[src/rtl/uart_tx_arbiter.sv]
// uart_tx_arbiter: shares one uart_tx byte engine among N_REQ packet sources.
// Round-robin at packet granularity; the granted source keeps the engine
// until its last byte (or until MAX_BYTES forces the packet to end).
module uart_tx_arbiter #(
  parameter int N_REQ     = 2,
  parameter int MAX_BYTES = 8,
  parameter int BUSY_WAIT = 4
) (
  input  logic               clk,
  input  logic               reset,
  input  logic [N_REQ-1:0]   i_req,
  input  logic [8*N_REQ-1:0] i_data,
  input  logic [N_REQ-1:0]   i_last,
  output logic [N_REQ-1:0]   o_ack,
  output logic [N_REQ-1:0]   o_grant,
  output logic               o_uart_start,
  output logic [7:0]         o_uart_data,
  input  logic               i_uart_busy,
  output logic               o_err
);

  localparam int IDX_W  = (N_REQ > 1) ? $clog2(N_REQ) : 1;
  localparam int CNT_W  = $clog2(MAX_BYTES + 1);
  // Wait counter runs 0..BUSY_WAIT-1 while waiting for busy to rise.
  localparam int WAIT_W = (BUSY_WAIT > 1) ? $clog2(BUSY_WAIT) : 1;

  typedef enum logic [1:0] {
    S_IDLE,
    S_LOAD,
    S_WAIT_HI,
    S_WAIT_LO
  } state_t;

  state_t             state_q;
  logic [IDX_W-1:0]   ptr_q;
  logic [IDX_W-1:0]   own_q;
  logic [CNT_W-1:0]   cnt_q;
  logic [WAIT_W-1:0]  wait_q;
  logic               last_q;
  logic [N_REQ-1:0]   ack_q;
  logic [N_REQ-1:0]   grant_q;
  logic               start_q;
  logic               err_q;
  logic [7:0]         data_q;

  logic               pick_vld;
  logic [IDX_W-1:0]   pick_idx;
  logic               req_own;
  logic               last_own;
  logic [7:0]         byte_own;
  logic               wait_done;

  function automatic logic [IDX_W-1:0] wrap_idx(input int v);
    return IDX_W'(v % N_REQ);
  endfunction

  function automatic logic [N_REQ-1:0] one_hot(input logic [IDX_W-1:0] i);
    logic [N_REQ-1:0] v;
    v    = '0;
    v[i] = 1'b1;
    return v;
  endfunction

  // Round-robin pick: first active request at or after ptr_q, scanning cyclically.
  always_comb begin
    pick_vld = 1'b0;
    pick_idx = '0;
    for (int k = N_REQ - 1; k >= 0; k--) begin
      if (i_req[wrap_idx(int'(ptr_q) + k)]) begin
        pick_vld = 1'b1;
        pick_idx = wrap_idx(int'(ptr_q) + k);
      end
    end
  end

  assign req_own   = i_req[own_q];
  assign last_own  = i_last[own_q];
  assign byte_own  = i_data[8*int'(own_q) +: 8];
  // A byte counts as taken once the engine reports busy, or after the timeout.
  assign wait_done = i_uart_busy || (wait_q == WAIT_W'(BUSY_WAIT - 1));

  // Arbitration FSM with registered outputs; pulses default low every cycle.
  always_ff @(posedge clk) begin
    if (reset) begin
      state_q <= S_IDLE;
      ptr_q   <= '0;
      own_q   <= '0;
      cnt_q   <= '0;
      wait_q  <= '0;
      last_q  <= 1'b0;
      ack_q   <= '0;
      grant_q <= '0;
      start_q <= 1'b0;
      err_q   <= 1'b0;
      data_q  <= '0;
    end else begin
      ack_q   <= '0;
      start_q <= 1'b0;
      err_q   <= 1'b0;
      case (state_q)
        S_IDLE: begin
          if (pick_vld) begin
            own_q   <= pick_idx;
            grant_q <= one_hot(pick_idx);
            cnt_q   <= '0;
            state_q <= S_LOAD;
          end
        end
        S_LOAD: begin
          if (!req_own) begin
            // Source abandoned its packet: free the engine, keep the pointer.
            grant_q <= '0;
            cnt_q   <= '0;
            state_q <= S_IDLE;
          end else if (!i_uart_busy) begin
            data_q  <= byte_own;
            last_q  <= last_own;
            ack_q   <= one_hot(own_q);
            start_q <= 1'b1;
            cnt_q   <= cnt_q + CNT_W'(1);
            wait_q  <= '0;
            state_q <= S_WAIT_HI;
          end
        end
        S_WAIT_HI: begin
          if (wait_done) begin
            state_q <= S_WAIT_LO;
          end else begin
            wait_q <= wait_q + WAIT_W'(1);
          end
        end
        S_WAIT_LO: begin
          if (!i_uart_busy) begin
            if (last_q || (cnt_q == CNT_W'(MAX_BYTES))) begin
              grant_q <= '0;
              ptr_q   <= wrap_idx(int'(own_q) + 1);
              cnt_q   <= '0;
              err_q   <= !last_q;
              state_q <= S_IDLE;
            end else begin
              state_q <= S_LOAD;
            end
          end
        end
        default: state_q <= S_IDLE;
      endcase
    end
  end

  assign o_ack        = ack_q;
  assign o_grant      = grant_q;
  assign o_uart_start = start_q;
  assign o_uart_data  = data_q;
  assign o_err        = err_q;

endmodule

[config.mk]
export PLATFORM = sky130hd
export DESIGN_NAME = uart_tx_arbiter
export DESIGN_NICKNAME = d
export VERILOG_FILES = /design/src/rtl/uart_tx_arbiter.sv
export SDC_FILE = /design/constraint.sdc
export NUM_CORES = 1
export LEC_CHECK = 0
export CAP_MARGIN = 15
export CORE_UTILIZATION = 52
export CTS_BUF_LIST = sky130_fd_sc_hd__clkbuf_4
export CTS_CLUSTER_DIAMETER = 50
export DETAILED_ROUTE_END_ITERATION = 8
export PLACE_DENSITY = 0.94
export SLEW_MARGIN = 20
export SYNTH_ARGS = -nofsm -noshare
export SYNTH_HDL_FRONTEND = slang
export SYNTH_SLANG_ARGS = --single-unit
[constraint.sdc]
create_clock -name clk -period 3.2 [get_ports clk]
set_input_delay 0.64 -clock clk [delete_from_list [all_inputs] [get_ports clk]]
set_output_delay 0.64 -clock clk [all_outputs]
set_load 0.05 [all_outputs]
# Word level (Yosys, flattened, before mapping)
# Cells that the tools add are included.
[totals] regBits=25 in_bits=23 output_inout_bits=14 elab_cells=98
[classes] n_addsub=4 order_cmp=6 n_eq_ne=14 shift=1 muxes=39 bitwise_logic=5 n_reduce_logical=18
[ops] op="2-bit 2-to-1 mux" count=12
[ops] op="4-bit 2-to-1 mux" count=5
[ops] op="1-bit 2-to-1 mux" count=16
[ops] op="2-bit inequality test (second input constant)" count=8
[ops] op="16-bit by 5-bit indexed part select with 8-bit output" count=1
[ops] op="4-bit case mux with 3 select lines" count=1
[ops] op="5-bit AND reduction" count=2
[ops] op="1-bit by 2-bit < comparator with 1-bit output (second input constant)" count=4
[ops] op="2-bit case mux with 4 select lines" count=1
[ops] op="4-bit AND reduction" count=2
[ops] op="4-bit OR reduction" count=2
[ops] op="2-bit equality test (second input constant)" count=3
[ops] op="2-bit case mux with 3 select lines" count=1
[ops] op="3-bit AND reduction" count=2
[ops] op="1-bit NOT" count=5
[ops] op="4-bit by 1-bit adder with 4-bit output (second input constant)" count=1
[ops] op="4-bit equality test (second input constant)" count=1
[ops] op="2-bit case mux with 2 select lines" count=1
[ops] op="3-bit inequality test (second input constant)" count=1
[ops] op="3-bit nonzero test" count=1
[ops] op="3-bit OR reduction" count=1
[ops] op="1-bit adder (second input constant)" count=2
[ops] op="2-bit by 1-bit adder with 2-bit output (second input constant)" count=1
[ops] op="1-bit demux with 1-bit select" count=2
[ops] op="other kinds (8)" count=11

# Longest topological paths before layout
# Gate-level depths: netlist of the first run.
[logic_depth] ltp_word=11 depth_mapped=6

# Worst setup path before layout of the first run
# Ideal clock, no wire load.
[synth_timing] path_kind="in2reg" start="input i_uart_busy" end="register grant_q[0] (netlist: o_grant[0])" t_arrival_ns=1.348 required_ns=3.130 setup_slack_ns=1.781 cell_stages=4 path_buffers=0 path_cell_list="a21boi_2 > o22ai_2 > or3b_1 > a21oi_1"
[synth_via] elab_chain_cells=2
[synth_rtl] element="from (decl)" line="18" rtl="input logic i_uart_busy,"
[synth_rtl] element="2-bit inequality test (no source line)"
[synth_rtl] element="5-bit AND reduction (no source line)"
[synth_rtl] element="to (signal assigned)" line="104" rtl="grant_q <= one_hot(pick_idx);"
[synth_rtl] element="to (decl)" line="41" rtl="logic [N_REQ-1:0] grant_q;"
# Every way passes these cells.
# A chain may end at the register's enable or synchronous reset.

# Worst setup path after layout of the first run
[layout_timing] start="register data_q[7] (netlist: o_uart_data[7])" end="output o_uart_data[7]"
[layout_lines] element="from (decl)" line="44" rtl="logic [7:0] data_q;"
[layout_lines] element="from (signal assigned)" line="116" rtl="data_q <= byte_own;"
[layout_lines] element="to (decl)" line="17" rtl="output logic [7:0] o_uart_data,"
# No word-level cell between the ends.

==> results of run 1 <==
registers in the layout, summed over array words and instances, names as in the netlist, named ones only:
name / count
cnt_q: 4
last_q: 1
o_ack: 2
o_err: 1
o_grant: 2
o_uart_data: 8
o_uart_start: 1
own_q: 1
ptr_q: 1
state_q: 1
wait_q: 2
cell families (layout without fill, tap and decap cells):
logic type | after synthesis | count (layout) | synth area share [%]
compound gates | 33 | 33 | 21.20
flops | 25 | 25 | 40.00
simple gates | 48 | 48 | 20.70
buf+inv | 13 | 47 | 5.300
fa+ha+maj | 3 | 3 | 3.000
mux | 11 | 11 | 9.800
metal layers:
metal | wire length, um | vias to the layer above | track usage (%)
li1 | - | 542 | -
met1 | 1176 | 553 | 25.55
met2 | 1593 | 28 | 48.68
met3 | 100 | 6 | 6.845
met4 | 46 | 0 | 5.093
met5 | 0 | - | 0
final cells by class:
cell class	instances	area share, %
flip-flops and latches	25	30.37
inverters	4	0.9112
repair buffers	39	23.23
clock buffers	4	1.822
well taps	28	2.126
multi-input cells	95	41.53
worst min path at each step:
stage	cells after the start	start	to	slack [ns]
2_1_floorplan	2	ptr_q	ptr_q	0.46
3_3_place_gp	2	o_grant[0]	o_grant[0]	0.46
3_5_place_dp	2	o_grant[1]	o_grant[1]	0.50
4_1_cts	2	o_grant[1]	o_grant[1]	0.51
5_1_grt	2	ptr_q	ptr_q	0.55
6_report	2	o_grant[1]	o_grant[1]	0.51
worst reg2reg max path: stages, from the launching register on:
cell and delay (ns):
dfxtp_1 0.81, mux2i_4 0.17, nor3_2 0.44, buf_4 0.31, nor2_1 0.07, a211oi_2 0.20
cells in the final DEF, fill, tap and decap left out, types with 2 or more instances in the layout:
| cell type | count |
|---|---|
| a21oi_1 | 9 |
| and2_1 | 2 |
| nand2_1 | 5 |
| inv_1 | 4 |
| clkbuf_4 | 4 |
| clkdlybuf4s50_1 | 36 |
| nor2_1 | 17 |
| nand2b_1 | 4 |
| o21ai_0 | 5 |
| buf_4 | 3 |
| nor3_1 | 5 |
| mux2i_1 | 10 |
| dfxtp_1 | 25 |
| a211oi_2 | 9 |
| ha_1 | 3 |
| nand3b_1 | 3 |
| nand3_1 | 3 |
| a31oi_1 | 3 |
power breakdown:
part | switching, mW | total, mW | internal (mW) | leakage (nW)
Sequential | 0.0178 | 0.343 | 0.326 | 0.203
Clock | 0.0961 | 0.153 | 0.0573 | 0.0184
Combinational | 0.0849 | 0.158 | 0.0727 | 0.348
stage by stage:
step | hold slack (ns) | util [%] | power (mW) | worst slack (ns) | std cells
after floorplan | 0.4579 | - | 0.4468 | 1.781 | 133
after global placement | 0.4574 | 72.44 | 0.4991 | 0.8471 | 191
after detailed placement | 0.4959 | 72.44 | 0.5071 | 0.7286 | 191
after CTS | 0.5141 | 73.78 | 0.6554 | 1.064 | 195
after global routing | 0.5535 | 73.78 | 0.6791 | 0.9200 | 195
final | 0.5101 | 73.78 | 0.6545 | 1.059 | 195
==> summary.md, run 1 <==
The flow ran to the end, and the final reports show no timing, DRC or antenna violations. Depth of the worst register-to-register path: 5. Row generation in the floorplan step produced 17 rows.

The yosys synthesis warning count is 0. Buffers inserted to repair hold after CTS numbered 0. The data arrival time of the worst path came out at 1.50 ns.

Cells with a size suffix above 1 make up 13.77% of the layout. For the clock sink count, the log shows 25. Summing the sequential cell areas from Yosys gives 40.00% of the chip area. In this run the worst setup path terminates at o_uart_data[7]. Launch point of the worst path: o_uart_data[7]. Traced cell by cell, the critical path runs through clkdlybuf4s50_1.

The average instance in the mapped netlist occupies 9.408 um^2. Final-layout fill cell count: 159. The critical path is of the register to output pin type.

In the final design database the tool counted 194 nets. Across the routed clock network, the largest skew measured is 0.001966 ns. The synthesized design contains 25 register bits. The most common cell in the synthesized netlist is dfxtp_1. Setup repair after global routing left no endpoint under its margin. Global routing used 24.78% of the available tracks across all layers. The total overflow left after global routing is 0.

For this configuration, the core starts out at a cell density of 56.02%. The peak clock frequency supported by timing was 467.1 MHz. The top-level I/O count is 37.

Placeable core region: 2233 um^2. In the synthesized netlist, the cells that appear most often are dfxtp_1 (25), nor2_1 (17), mux2i_1 (10). The logs give 0 for the number of post-CTS setup repair buffers and 1,131 for the via count of the first global-routing pass.

The root buffer cell chosen for the clock tree is clkbuf_4. The fraction of registers with async set or reset after synthesis came out at 0%. The run gives 0.5699 nW as the leakage component of the power. For this run, the detailed router's first-pass iteration total came to 4. The tools report the kind of start point of the critical path as a register.

The type of the tightest min-delay check was register to register. In this run the remaining antenna-violating nets after routing total 0. In the final timing run, aggregate negative setup slack is 0 ns. The maximum level of the CTS H-tree is 1.

The average routed wire per standard cell is 14.95 um, and the register cell area after layout is 500.5 um^2. The synthesized netlist cell count came out at 133. The wire-length estimate of the detail-placed layout is 2.152 mm. Number of antenna violations at the first check in global routing: 0. Count of different cell masters after synthesis: 36.

The run gives 0.32 ns as the latest clock arrival within the worst-skew pair. The die width is 51.05 um. For this run, the leading register cell type out of synthesis is dfxtp_1. For flop-to-flop paths, the worst setup slack is 1.13 ns.

In this run the power density over the cells is 397.2 nW/um^2. After detailed routing, the total wire length is 2.916 mm. Summing every instance area after synthesis gives 1251 um^2. The final cycle utilization of the critical path was 66.90%. The die extent in y was 51.05 um; the number of port buffers was 36. For the vias after detailed routing, the log shows 1,129.

For the placer's final routability congestion estimate, the log shows 0.7514. Clock-pin slew was measured on the worst setup and hold paths at 0.14 ns. Die outline area: 2606 um^2. The leading area contributor after synthesis is dfxtp_1. The beginning of the worst register-to-register path is own_q. At the worst endpoint, the required time is 2.56 ns. VDD sags by at most 0.3557 mV.

The tools report the number of buffers created by CTS as 3. Net count of the mapped netlist: 159. The number of buffer and inverter stages on the critical path is 1. Broken down by cell family, the worst path's largest delay share belongs to buffers and inverters. Entering global routing, the biggest net connects 24 pins. Slowest stage cell on the critical path: clkdlybuf4s50_1. The largest single stage delay on the critical path is 0.81 ns.

In this run the cell area measured after placement is 1618 um^2. The share of Yosys cell area claimed by the top area cell type was 40.00%. TritonCTS built the clock tree. Setup violations remaining at the end of the flow were counted as 0. The first global-routing pass estimated 4.809 mm of wire.

Dividing the detail-routed via count by the number of cells gives 5.790. With fillers left out, the area of the finished cells amounts to 1648 um^2. For this run, design rule violations remaining after detail routing come to 0. The worst slew margin relative to its limit was 52.07%. The tools report the number of hold-slack violations in the final timing report as 0. The run gives 2 as the maximum buffer depth of the clock tree. The routed design could run at a clock period as short as 2.141 ns. Counting flops with a built-in enable in the synthesized netlist gives 0. In the final layout, the multi-input gates occupy 684.4 um^2.

0 antenna diodes ended up in the layout. Gates resized during post-CTS repair numbered 0. At the pin with the least slew margin, the transition time is 0.7180 ns. STA classifies the critical path endpoint as an output pin. End of the worst register-to-register path: o_uart_data[5].

The highest fanout seen on the critical path is 2, and the number of pins with negative max-slew slack in the final report is 0. The max-capacitance violation count came out at 0. Compared with the post-synthesis result, the final layout area differs by 31.70%. For the iteration-0 DRC count of the detailed router, the log shows 22. After synthesis, the cell types taking the most area are dfxtp_1 (40%), a211oi_2 (9.0%), mux2i_1 (8.0%), nor2_1 (5.1%), a21oi_1 (3.6%). The path length in cells of the critical path came out at 1.
No activity file was read; power rests on OpenSTA's default activity.
==> run 2: changes to the inputs <==
- CORE_UTILIZATION: 52 -> 48
- PLACE_DENSITY: 0.94 -> 0.88
- clock period: 3.2 -> 2.1 ns (I/O delays scaled with it)
==> run 2 against run 1 <==
  * Sequential cell count stayed put
  * Sequential share of layout area fell by 0.50 points
  * Worst hold slack got worse by 0.018 ns
  * Total power up 51%
  * Critical endpoint is now o_uart_data[3]
==> summary.md, run 2 (synthesized netlist as in run 1, its figures left out) <==
The run gives 21.91% (-2.9 points) as the total routing resource utilization after global routing. The starting density of the core was 50.51% (-5.5 points); the leakage component of the power was 0.5827 nW (+2.3%). The fraction of layout cells with a size suffix above 1 is 14.79% (+1.0 points). The post-route cell area is 1675 um^2 (+1.7%). The tools report the count of hold buffers inserted by post-cts repair as 0 (unchanged). Among all stages on the critical path, the largest delay is contributed by clkdlybuf4s50_1.

The required time of the critical path came out at 1.68 ns (-0.88 ns). Setup repair after global routing left no endpoint under its margin. The worst hold-check slack is 0.4921 ns (-0.01807 ns), and the latest clock arrival within the worst-skew pair is 0.32 ns (about the same).

The tools report the number of pins with negative max-slew slack in the final report as 0 (unchanged). The net switching fraction of the power is 30.57% (+0.18 points). The tools report the data arrival time of the worst path as 1.51 ns (about the same).

The kind of start point of the critical path is a register. The cell-internal power came out at 0.6840 mW (+50%). For the number of antenna violations at the first check in global routing, the log shows 0 (unchanged).

The worst register-to-register path ends at wait_q[1]. Maximum level of the CTS H-tree: 1 (unchanged). Grouping stages by cell kind, the critical path spends the most delay in buffers and inverters.

Die outline area: 2815 um^2 (+8.0%). Die width: 53.06 um (+3.9%). The vias after detailed routing came out at 1,125 (-0.35%). The critical path goes through clkdlybuf4s50_1.

The final-layout fill cell count was 197 (+24%); the clock transition at the registers of the reported paths was 0.14 ns (about the same). The iteration-0 DRC count of the detailed router is 24 (+9.1%), and the highest fanout seen on the critical path is 2 (unchanged). The flop-to-flop setup slack was 0.50 ns (-0.63 ns).

The most frequent standard cell in the layout excluding fill and tap cells is clkdlybuf4s50_1. Power share of the clock group: 22.1% (-1.3 points). The synthesis-to-finish area growth came out at 33.90%.

The post-cts gate resize count came out at 0 (unchanged). The tools report the max-capacitance violation count as 0 (unchanged). The first-pass iteration count of the detailed router is 5 (+1). The type of the tightest min-delay check is register to register.

Final setup TNS: 0 ns (unchanged). Leaving out fill and tap cells, the most frequent cells in the layout are clkdlybuf4s50_1 (36), dfxtp_1 (25), nor2_1 (17). The setup slack after layout came out at 0.1722 ns (-0.8869 ns). In this run the most critical hold path is launched from o_grant[1]. The run gives 37 (unchanged) as the top-level I/O count. The depth of the worst register-to-register path came out at 4 (-1). The tools report the number of post-CTS setup repair buffers as 0 (unchanged). The total congestion overflow after global routing came out at 0 (unchanged).

The worst setup timing slack at the placement stage is 0.1599 ns (-0.5687 ns). The placement row count is 18 (+1). The number of port buffers is 36 (unchanged), and the final cycle utilization of the critical path is 91.80%. The count of antenna-violating nets left after detailed routing is 0 (unchanged), and the average routed wire per standard cell is 14.14 um (-5.4%). The via count of the first global-routing pass came out at 1,052 (-7.0%). The worst setup path is of the register to output pin kind. Register cell area after layout: 500.5 um^2 (unchanged). The maximum buffer depth of the clock tree came out at 2 (unchanged). The tools report the peak clock frequency supported by timing as 518.7 MHz. Delay contributed by the slowest stage of the critical path: 0.82 ns (about the same). The tools report the number of setup violations in the final report as 0 (unchanged).

The clock sink count was 25 (unchanged); the worst ir drop on vdd was 0.4020 mV (+13%). TritonCTS built the clock tree. The number of antenna cells inserted was 0 (unchanged). The worst slew margin relative to its limit was 65.06% (+13 points); the power density over the cells was 588.1 nW/um^2 (+48%).

The number of cells on the worst hold path is 2 (unchanged). The number of buffers created by CTS was 3 (unchanged); the clock period minus worst slack was 1.928 ns. The tools report the number of nets in the final layout as 196 (+1.0%).

The die extent in y is 53.06 um (+3.9%). The root buffer cell chosen for the clock tree is clkbuf_4. The transition time at the pin with the least slew margin is 0.5225 ns (-0.1955 ns), and the routed wire length is 2.814 mm (-3.5%). The logs give 23 (-4.2%) for the maximum number of pins on one net before global-route repair and 1648 um^2 (+1.9%) for the standard cell area after detailed placement. The via-per-instance ratio was 5.653 (-2.4%). For hold timing, the worst endpoint is o_grant[1]. The run gives 684.4 um^2 (unchanged) as the area of combinational cells with multiple inputs. The net switching component of the power is 0.3012 mW (+51%).

The run gives 52.5% (about the same) as the proportion of power drawn by flip-flops and latches. The global-route wire length before repair is 4.450 mm (-7.5%). For the total chip power, the log shows 0.9852 mW (+51%). The run gives 0.8204 (+9.2%) as the placer's final routability congestion estimate.

The share of power burned in combinational logic is 25.5% (+1.4 points). The tools report the placeable core region as 2477 um^2 (+11%). The number of flip-flops in the largest register is 8 (unchanged). The logs give 2.051 mm (-4.7%) for the placed wire-length estimate and 0 (unchanged) for the number of remaining DRC errors.

The worst-case clock skew is 0.002303 ns (+0.0003370 ns), and the number of hold-slack violations in the final timing report is 0 (unchanged). The number of buffer and inverter stages on the critical path is 1 (unchanged). The run finished with clean final reports.

The critical path endpoint category was an output pin.
## run 2: cell count changes in the layout (fill, tap and decap cells not counted), sizes merged
cell,previous run,this run
buf,3,5
clkbuf,4,3
clkinv,0,1
## run 2: how the worst max path moves through the flow
stage	from	depth (start not counted)	endpoint	slack (ns)
floorplan	cnt_q[0]	6	o_grant[0]	0.72
global placement	i_uart_busy	6	o_uart_data[5]	0.24
detailed placement	i_req[0]	6	o_uart_data[1]	0.16
CTS	o_uart_data[1]	1	o_uart_data[1]	0.17
global route	o_uart_data[2]	1	o_uart_data[2]	0.12
finish	o_uart_data[3]	1	o_uart_data[3]	0.17
## run 2: area by class of cell
type	count	share of cell area [%]
clock inverter	1	0.2987
clock buffer	3	1.344
sequential	25	29.87
multi-input combinational	95	40.85
timing repair buffer	41	24.50
tap	30	2.240
inverter	4	0.8962
## run 2: layer usage
metal / routed length [um] / vias up / global-route usage [%]
met3: 86 / 7 / 2.586
met4: 68 / 0 / 8.333
met5: 0 / - / 0
li1: - / 548 / -
met1: 1170 / 532 / 24.39
met2: 1489 / 38 / 41.56
## run 2: power groups by stage
stage               clock (mW)  combinational (mW)  sequential [mW]
detailed placement           0               0.250            0.527
CTS                      0.220               0.251            0.517
global route             0.239               0.270            0.520
floorplan                    0               0.114            0.567
finish                   0.217               0.251            0.517
global placement             0               0.243            0.526
## run 2: through the flow
step,util [%],instances
2_1_floorplan,-,133
3_3_place_gp,66.52,195
3_5_place_dp,66.52,195
4_1_cts,67.63,199
5_1_grt,67.63,199
6_report,67.63,199
## run 2: tightest hold or removal path, stage by stage (launching register included)
cell and delay, ns:
dfxtp_1 0.33, o21ai_0 0.07, a21oi_1 0.06
==> run 3: changes to the inputs <==
- CAP_MARGIN: 15 -> not set
- SKIP_CTS_REPAIR_TIMING: not set -> 1
==> results of run 3 <==
Same layout as run 2: the final DEF is identical, and so are final timing and power.
